**config.mk**
```make
export PLATFORM = sky130hd
export DESIGN_NAME = event_count_ctrl
export DESIGN_NICKNAME = d
export VERILOG_FILES = /design/src/rtl/event_count_pkg.sv /design/src/rtl/sat_counter.sv /design/src/rtl/event_count_ctrl.sv
export SDC_FILE = /design/constraint.sdc
export NUM_CORES = 1
export LEC_CHECK = 0
export ABC_CLOCK_PERIOD_IN_PS = 2150
export BUFFER_PORTS_ARGS = -buffer_cell sky130_fd_sc_hd__clkbuf_2
export CAP_MARGIN = 20
export CORE_MARGIN = 1
export CORE_UTILIZATION = 51
export DETAILED_ROUTE_END_ITERATION = 12
export GPL_TIMING_DRIVEN = 0
export PLACE_DENSITY = 0.76
export REMOVE_ABC_BUFFERS = 1
export SYNTH_ARGS = -nofsm -noshare
export SYNTH_HDL_FRONTEND = slang
export SYNTH_SLANG_ARGS = --single-unit
```
**constraint.sdc**
```tcl
create_clock -name clk -period 2.15 [get_ports clk]
set_input_delay 0.1075 -clock clk [delete_from_list [all_inputs] [get_ports clk]]
set_output_delay 0.1075 -clock clk [all_outputs]
set_load 0.02 [all_outputs]
```
**src/rtl/event_count_pkg.sv**
```systemverilog
// Shared definitions for the event counting controller: FSM state encoding
// and the bit positions of the captured mode word.
package event_count_pkg;

    typedef enum logic [1:0] {
        ST_IDLE = 2'd0,
        ST_RUN  = 2'd1,
        ST_DONE = 2'd2
    } state_e;

    // Mode bit 0: 1 = events must be consecutive, 0 = cumulative.
    localparam int MODE_CONSEC = 0;
    // Mode bit 1: 1 = restart a new run after completion, 0 = one-shot.
    localparam int MODE_AUTO   = 1;

endpackage : event_count_pkg

```
**src/rtl/sat_counter.sv**
```systemverilog
// Up-counter with synchronous clear and enable. It stops at all-ones
// instead of wrapping, so a stray enable can never roll the count over.
module sat_counter #(
    parameter int WIDTH = 4
) (
    input  logic             clk,
    input  logic             rst_n,
    input  logic             clr,
    input  logic             en,
    output logic [WIDTH-1:0] q
);

    logic [WIDTH-1:0] q_q;
    logic [WIDTH-1:0] q_d;
    logic             at_max;

    assign at_max = (q_q == {WIDTH{1'b1}});

    // Next count: clear wins over enable; enable saturates at all-ones.
    always_comb begin
        q_d = q_q;
        if (clr) begin
            q_d = '0;
        end else if (en && !at_max) begin
            q_d = q_q + {{(WIDTH-1){1'b0}}, 1'b1};
        end
    end

    // Count register with asynchronous clear.
    always_ff @(posedge clk or negedge rst_n) begin
        if (!rst_n) begin
            q_q <= '0;
        end else begin
            q_q <= q_d;
        end
    end

    assign q = q_q;

endmodule : sat_counter

```
**src/rtl/event_count_ctrl.sv**
```systemverilog
// Event counting controller. A run is launched from IDLE with a terminal
// count and mode word captured at start; qualifying events advance the
// counter until it reaches the terminal count, which raises a one-cycle
// done pulse. Runs may be one-shot or auto-restarting, and events may be
// counted cumulatively or required to be consecutive. abort returns to IDLE
// from any active state without a done pulse.
module event_count_ctrl
    import event_count_pkg::*;
#(
    parameter int WIDTH = 4
) (
    input  logic             clk,
    input  logic             rst_n,
    input  logic             start,
    input  logic             abort,
    input  logic             x,
    input  logic [WIDTH-1:0] tc,
    input  logic [1:0]       mode,
    output logic [WIDTH-1:0] count,
    output logic             done,
    output logic             busy,
    output logic [1:0]       state
);

    state_e           state_q, state_d;
    logic [WIDTH-1:0] tc_q, tc_d;
    logic [1:0]       mode_q, mode_d;
    logic             done_q;

    logic             cnt_clr;
    logic             cnt_en;
    logic [WIDTH-1:0] count_q;

    // One bit wider so count+1 cannot overflow when comparing with tc_q.
    logic [WIDTH:0]   count_inc;
    logic             reach_tc;
    logic             below_tc;

    assign count_inc = {1'b0, count_q} + {{WIDTH{1'b0}}, 1'b1};
    // The event being sampled now is the one that completes the run. Using
    // >= also makes a run with tc_q = 0 (possible after auto-restart)
    // complete on its first event without moving the count.
    assign reach_tc  = (count_inc >= {1'b0, tc_q});
    // Guards the increment so the count never passes the terminal value.
    assign below_tc  = (count_q < tc_q);

    // Next-state, capture and counter control; abort outranks everything
    // in the active states.
    always_comb begin
        state_d = state_q;
        tc_d    = tc_q;
        mode_d  = mode_q;
        cnt_clr = 1'b0;
        cnt_en  = 1'b0;
        case (state_q)
            ST_IDLE: begin
                if (start) begin
                    tc_d    = tc;
                    mode_d  = mode;
                    cnt_clr = 1'b1;
                    state_d = (tc == '0) ? ST_DONE : ST_RUN;
                end
            end
            ST_RUN: begin
                if (abort) begin
                    state_d = ST_IDLE;
                end else if (x) begin
                    cnt_en = below_tc;
                    if (reach_tc) begin
                        state_d = ST_DONE;
                    end
                end else if (mode_q[MODE_CONSEC]) begin
                    cnt_clr = 1'b1;
                end
            end
            ST_DONE: begin
                if (abort) begin
                    state_d = ST_IDLE;
                end else if (mode_q[MODE_AUTO]) begin
                    state_d = ST_RUN;
                    cnt_clr = 1'b1;
                end else begin
                    state_d = ST_IDLE;
                end
            end
            default: begin
                state_d = ST_IDLE;
            end
        endcase
    end

    // Control registers; done is registered from the next state so it
    // coincides exactly with state = DONE.
    always_ff @(posedge clk or negedge rst_n) begin
        if (!rst_n) begin
            state_q <= ST_IDLE;
            tc_q    <= '0;
            mode_q  <= '0;
            done_q  <= 1'b0;
        end else begin
            state_q <= state_d;
            tc_q    <= tc_d;
            mode_q  <= mode_d;
            done_q  <= (state_d == ST_DONE);
        end
    end

    sat_counter #(
        .WIDTH (WIDTH)
    ) u_counter (
        .clk   (clk),
        .rst_n (rst_n),
        .clr   (cnt_clr),
        .en    (cnt_en),
        .q     (count_q)
    );

    assign count = count_q;
    assign done  = done_q;
    assign busy  = (state_q != ST_IDLE);
    assign state = state_q;

endmodule : event_count_ctrl

```
== After elaboration in Yosys (flattened, before gate mapping) ==
Cells that the tools add are included.

* Bits in registers: 13
* Bits of input ports: 11
* Output and inout bits: 8
* Logic and storage cells: 40

* Add/sub/neg operators: 2
* Order comparisons: 2
* Eq/ne operators: 4
* Mux-type cells: 20
* Reductions and logical operators: 7

{| class="wikitable"
|+ Operators by type and width
! operator !! count
|-
| two-way mux 1 bit || 11
|-
| two-way mux 2 bit || 5
|-
| two-way mux 4 bit || 2
|-
| one-hot mux 2 bit (3 select lines) || 1
|-
| adder 4 x 1 -> 5 bit, second input constant || 1
|-
| >= comparator 5 x 4 -> 1 bit || 1
|-
| adder 4 x 1 -> 4 bit, second input constant || 1
|-
| equality test 2 bit, second input constant || 2
|-
| equality test 4 bit, second input constant || 1
|-
| logical NOT 4 bit || 1
|-
| < comparator 4 bit || 1
|-
| nonzero test 2 bit || 2
|-
| one-hot mux 1 bit (3 select lines) || 1
|-
| equality test 2 x 1 -> 1 bit, second input constant || 1
|-
| logical NOT 2 bit || 1
|-
| AND reduction 2 bit || 1
|-
| logical AND 1 bit || 1
|-
| logical NOT 1 bit || 1
|}

== Longest topological paths before layout ==
* Depth after elaboration: 7
* Depth in mapped cells: 7
* Mapped depth without buffers: 7

== Modules after synthesis ==
A second synthesis with hierarchy kept.

* Cell total of the unflattened synthesis: 82
* Area total of the unflattened synthesis: 868.3 µm²

{| class="wikitable"
|+ By module, submodules not included
! module !! times used !! cells an instance !! area an instance (µm²) !! seq. area each (µm²)
|-
| event_count_ctrl || 1 || 62 || 639.4 || 225.2
|-
| sat_counter || 1 || 20 || 229.0 || 100.1
|}

== Worst setup path before layout ==
No wires, ideal clock.

* Path kind: reg2reg
* Start: reg u_counter.q_q[0] (netlist: u_counter.q[0])
* End: reg u_counter.q_q[2] (netlist: u_counter.q[2])
* Library setup time: 0.078 ns
* Arrival: 1.886 ns
* Required time: 2.072 ns
* Path slack: 0.186 ns
* Cell stages (with the launch flop): 7
* Path buffers: 1
* Period minus slack after synthesis: 1.964 ns
* Path through: dfrtp_1 -> ha_1 -> and3_1 -> or3_1 -> buf_2 -> or4_1 -> a21oi_1

* Word-level cells in the longest chain between the ends: 6
* Elaborated cells between the ends (all ways): 11
* Classes of those cells: add/sub: 1; order compare: 1; eq/ne: 1; mux: 5; reduce/logical: 3

{| class="wikitable"
|+ Ends and longest elaborated chain
! what !! line !! text
|-
| start: declaration || sat_counter.sv:13 || <nowiki>logic [WIDTH-1:0] q_q;</nowiki>
|-
| start signal: assignment || sat_counter.sv:34 || <nowiki>q_q <= q_d;</nowiki>
|-
| < comparator 4 bit || event_count_ctrl.sv:45 || <nowiki>assign below_tc = (count_q < tc_q);</nowiki>
|-
| two-way mux 1 bit || event_count_ctrl.sv:67 || <nowiki>end else if (x) begin</nowiki>
|-
| two-way mux 1 bit || event_count_ctrl.sv:65 || <nowiki>if (abort) begin</nowiki>
|-
| two-way mux 1 bit || event_count_ctrl.sv:55 || <nowiki>case (state_q)</nowiki>
|-
| logical AND 1 bit || sat_counter.sv:24 || <nowiki>end else if (en && !at_max) begin</nowiki>
|-
| nonzero test 2 bit (no source line) || n/a ||
|}

Parallel ways exist; a longest one is shown, timed or not. The select of a mux whose other input is x is not followed.
A chain may end at the register's enable or synchronous reset.

== Final worst setup path ==
* Start: reg u_counter.q_q[0] (netlist: u_counter.q[0])
* End: reg state_q[1] (netlist: state[1])

* Word-level cells in the longest chain between the ends: 6

{| class="wikitable"
|+ Ends and longest elaborated chain
! what !! line !! text
|-
| adder 4 x 1 -> 5 bit || event_count_ctrl.sv:39 || <nowiki>assign count_inc = {1'b0, count_q} + {{WIDTH{1'b0}}, 1'b1};</nowiki>
|-
| >= comparator 5 x 4 -> 1 bit || event_count_ctrl.sv:43 || <nowiki>assign reach_tc = (count_inc >= {1'b0, tc_q});</nowiki>
|-
| two-way mux 2 bit || event_count_ctrl.sv:69 || <nowiki>if (reach_tc) begin</nowiki>
|-
| two-way mux 2 bit || event_count_ctrl.sv:67 ||
|-
| two-way mux 2 bit || event_count_ctrl.sv:65 ||
|-
| one-hot mux 2 bit (3 select lines) || event_count_ctrl.sv:55 ||
|-
| net state_d[1] || event_count_ctrl.sv:25 || <nowiki>state_e state_q, state_d;</nowiki>
|-
| end signal: assignment || event_count_ctrl.sv:101 || <nowiki>state_q <= state_d;</nowiki>
|-
| end: declaration || event_count_ctrl.sv:25 ||
|}

The timed path passes the listed nets, and every way through them passes these cells.

==> results.txt <==
- The smallest clock period supported by the final layout is computed as 2.01 ns.
- Initial standard-cell utilization of the core: 0.576
- Maximum vdd ir drop: 0.546 mV
* Number of warnings printed during yosys synthesis: 0
- In this run, the number of DRC markers left after iteration 0 of detailed routing was 13.
- Clock Pin Slew Worst Setup and Hold Paths: 0.08 ns
* Pwr/cell area: 1050 nW/µm²
- The number of pins exceeding their max-slew limit in the final report is 0.
- In the post-synthesis netlist, the biggest area contributors are sky130_fd_sc_hd__dfrtp_1, sky130_fd_sc_hd__ha_1, sky130_fd_sc_hd__o21ai_0.
* Routed via count: 659
- The synthesized design contains 13 register bits.
- Beginning of the worst hold path: tc[2]
* Number of nets in the finished design: 124
- At the worst endpoint, the arrival time is 2.16 ns.
- The library cell used most frequently in the layout, excluding fill and tap cells, is sky130_fd_sc_hd__clkbuf_2.
- Of the cells placed in the final design, the portion with a size suffix greater than 1 is 0.272.
- The die is 41.5 µm tall.
* Post-synth top area share: 0.409
- After layout, the worst setup slack is 0.140 ns.
- Leading area contributor after synthesis: sky130_fd_sc_hd__dfrtp_1
* Most frequent cells in the layout: sky130_fd_sc_hd__clkbuf_2, sky130_fd_sc_hd__dfrtp_1, sky130_fd_sc_hd__o21ai_0, sky130_fd_sc_hd__ha_1, sky130_fd_sc_hd__inv_1
- Max-cap violations in this run came to 0.
* Post-CTS repair timing setup buffer count: 0
- Registers take 325 µm².
- Gpl congestion: 0.783
* Filler cell count in the final layout: 102
- The final layout contains routed wiring with a total length of 1500 µm.
- The first detailed-routing pass ran for 4 iterations.
- From synthesis to final layout, the design area changed by 18.2%.
* Post-route clock skew: 0.000541 ns
* Final setup vio count: 0
* Hold Vio Cnt, Final: 0
- By startpoint and endpoint, the worst setup path is classified as flop to flop.
- The number of antenna diodes in the final layout is 0.
* Total number of H-tree levels: 1
* Boundary pin count: 19
- Average via count per standard cell: 5.58
- Worst Max-Slew Pin Slew: 0.568 ns
* Outcome: finished, final reports clean
* CP endpoint kind: flop
- Number of CTS-inserted buffers: 3
- Buffers placed on the I/O ports in this run total 18.
- Summed over all failing endpoints, the final setup total negative slack is 0 ns.
- Via count of the first global-routing pass: 575
- Worst-path maximum fanout: 7
- Across every metal layer, demand over resource in global routing totals 0.184.
* Hold Path Class: input port to flop
- The die covers 1720 µm².
- TritonCTS built the clock tree.
* Initial antenna violation count: 0
- Slew Limit Headroom: 0.620
- Longest Clk Path Bufs: 2
- Multi-input combinational cell area: 440 µm²
- Timing would allow up to 497 MHz.
* WL per Instance: 12.7 µm
- The cell sitting at the root of the clock tree is a sky130_fd_sc_hd__clkbuf_4.
- For this run the aggregate overflow at the end of global routing stands at 0.
- Horizontal die dimension: 41.5 µm
* Global-route wire length before repair: 2520 µm
- The analysis attributes to cell leakage a power of 0.466 nW.
- Detailed placement finished with a half-perimeter wire length of 1170 µm.
- Minimum setup slack after placement: 0.0627 ns
- Core Area: 1380 µm²
- Gate Count Post-Synth: 81
* Maximum number of pins on one net before global-route repair: 14
* Unrepaired setup endpoints after global routing: no
- Crit path required time: 2.30 ns
* Share of synthesized area occupied by flip-flops and latches: 0.409
- STA classifies the critical path startpoint as a flop.
* Critical R2R Launch: u_counter.q[0]
- Smallest hold slack: 0.0577 ns
- Dividing the synthesized area by the synthesized cell count gives 9.82 µm².
- Post-route fraction of the period consumed by the critical path: 0.935
- CTS saw 13 sinks.
- Residual DRC count: 0
* Worst skew pair latency: 0.27 ns
- The mapped netlist covers 796 µm².
- Remaining number of nets flagged by the antenna check after routing: 0
- Cell variety after synth: 28
- CP startpoint: u_counter.q[0]
- After floorplanning, the core was divided into 13 placement rows.
-- sequential cells by signal, summed over array words and instances, names as in the netlist --
signal,count
done,1
mode_q,2
state,2
tc_q,4
u_counter.q,4
-- area by class of cell --
type / count / share of cell area
multi-input cells: 59 / 0.468
clock buffers: 4 / 0.0279
repair buffers: 19 / 0.106
flip-flops and latches: 13 / 0.346
well taps: 15 / 0.0199
inverters: 8 / 0.0319
-- layer usage --
| layer | part of all wire | routed length (µm) | track usage |
|---|---|---|---|
| met1 | 0.48 | 721 | 0.255 |
| met2 | 0.48 | 714 | 0.297 |
| met3 | 0.040 | 60 | 0.0391 |
| met4 | 0 | 0 | 0.0387 |
| met5 | 0 | 0 | 0 |
-- synth_stat cells, drive strengths merged --
| cell | instances |
|---|---|
| a211oi | 1 |
| a21oi | 7 |
| a41oi | 1 |
| and2 | 1 |
| and3 | 1 |
| and3b | 1 |
| buf | 1 |
| dfrtp | 13 |
| ha | 9 |
| inv | 8 |
| mux2 | 3 |
| nand2 | 6 |
| nand2b | 1 |
| nand3 | 1 |
| nand3b | 1 |
| nand4bb | 1 |
| nor2 | 2 |
| nor3b | 1 |
| o21a | 1 |
| o21ai | 9 |
| o22ai | 2 |
| o31ai | 2 |
| or3 | 2 |
| or3b | 1 |
| or4 | 3 |
| xnor2 | 1 |
| xor2 | 1 |
-- critical path, cell delays in order, from the launching register on --
cell                       delay, ns
sky130_fd_sc_hd__dfrtp_1        0.46
sky130_fd_sc_hd__ha_1           0.26
sky130_fd_sc_hd__xor2_1         0.15
sky130_fd_sc_hd__ha_1           0.30
sky130_fd_sc_hd__a21oi_1        0.14
sky130_fd_sc_hd__o21ai_0        0.14
sky130_fd_sc_hd__a211oi_2       0.33
sky130_fd_sc_hd__o22ai_1        0.12
-- report_power, final --
part           total [W]  switching [W]  leakage [nW]  internal, W
Clock           0.000152      0.0000798        0.0150    0.0000717
Sequential      0.000389      0.0000641         0.167     0.000325
Combinational   0.000452       0.000264         0.284     0.000188
Total           0.000992       0.000408         0.466     0.000584
-- final timing paths --
check,cells after the start,end,slack (ns)
min reg2reg,1,mode_q[1],0.52
min in group asynchronous,2,u_counter.q[2],0.26
max reg2reg,7,state[1],0.14
max,7,state[1],0.14
max in group asynchronous,2,tc_q[3],1.65
min,3,tc_q[2],0.06
-- what timing repair did --
item | in CTS | in global routing
hold endpoints to repair | 13 | 0
gates resized for setup | 0 | 1
endpoints found under the setup margin | 0 | 3
hold buffers | 1 | 0
-- per-stage QoR --
stage | cells | util | cell area (µm²) | power (W)
2_1_floorplan | 80 | - | 791 | 0.000701
3_3_place_gp | 113 | 0.651 | 900 | 0.000807
3_5_place_dp | 113 | 0.651 | 900 | 0.000835
4_1_cts | 118 | 0.677 | 936 | 0.000990
5_1_grt | 118 | 0.681 | 941 | 0.00109
6_report | 118 | 0.681 | 941 | 0.000992
-- cells by family (layout without fill, tap and decap cells) --
kind of cell             after synthesis  after routing  share of synthesized area
AND/OR/NAND/NOR                       22             22                      0.176
AO/OA/AOI/OAI                         23             23                      0.165
adder cells (fa/ha/maj)                9              9                      0.142
multiplexers                           3              3                     0.0424
XOR/XNOR                               2              2                     0.0220
buffers and inverters                  9             31                     0.0440
flip-flops                            13             13                      0.409
Power figures use the tool's default switching activity.
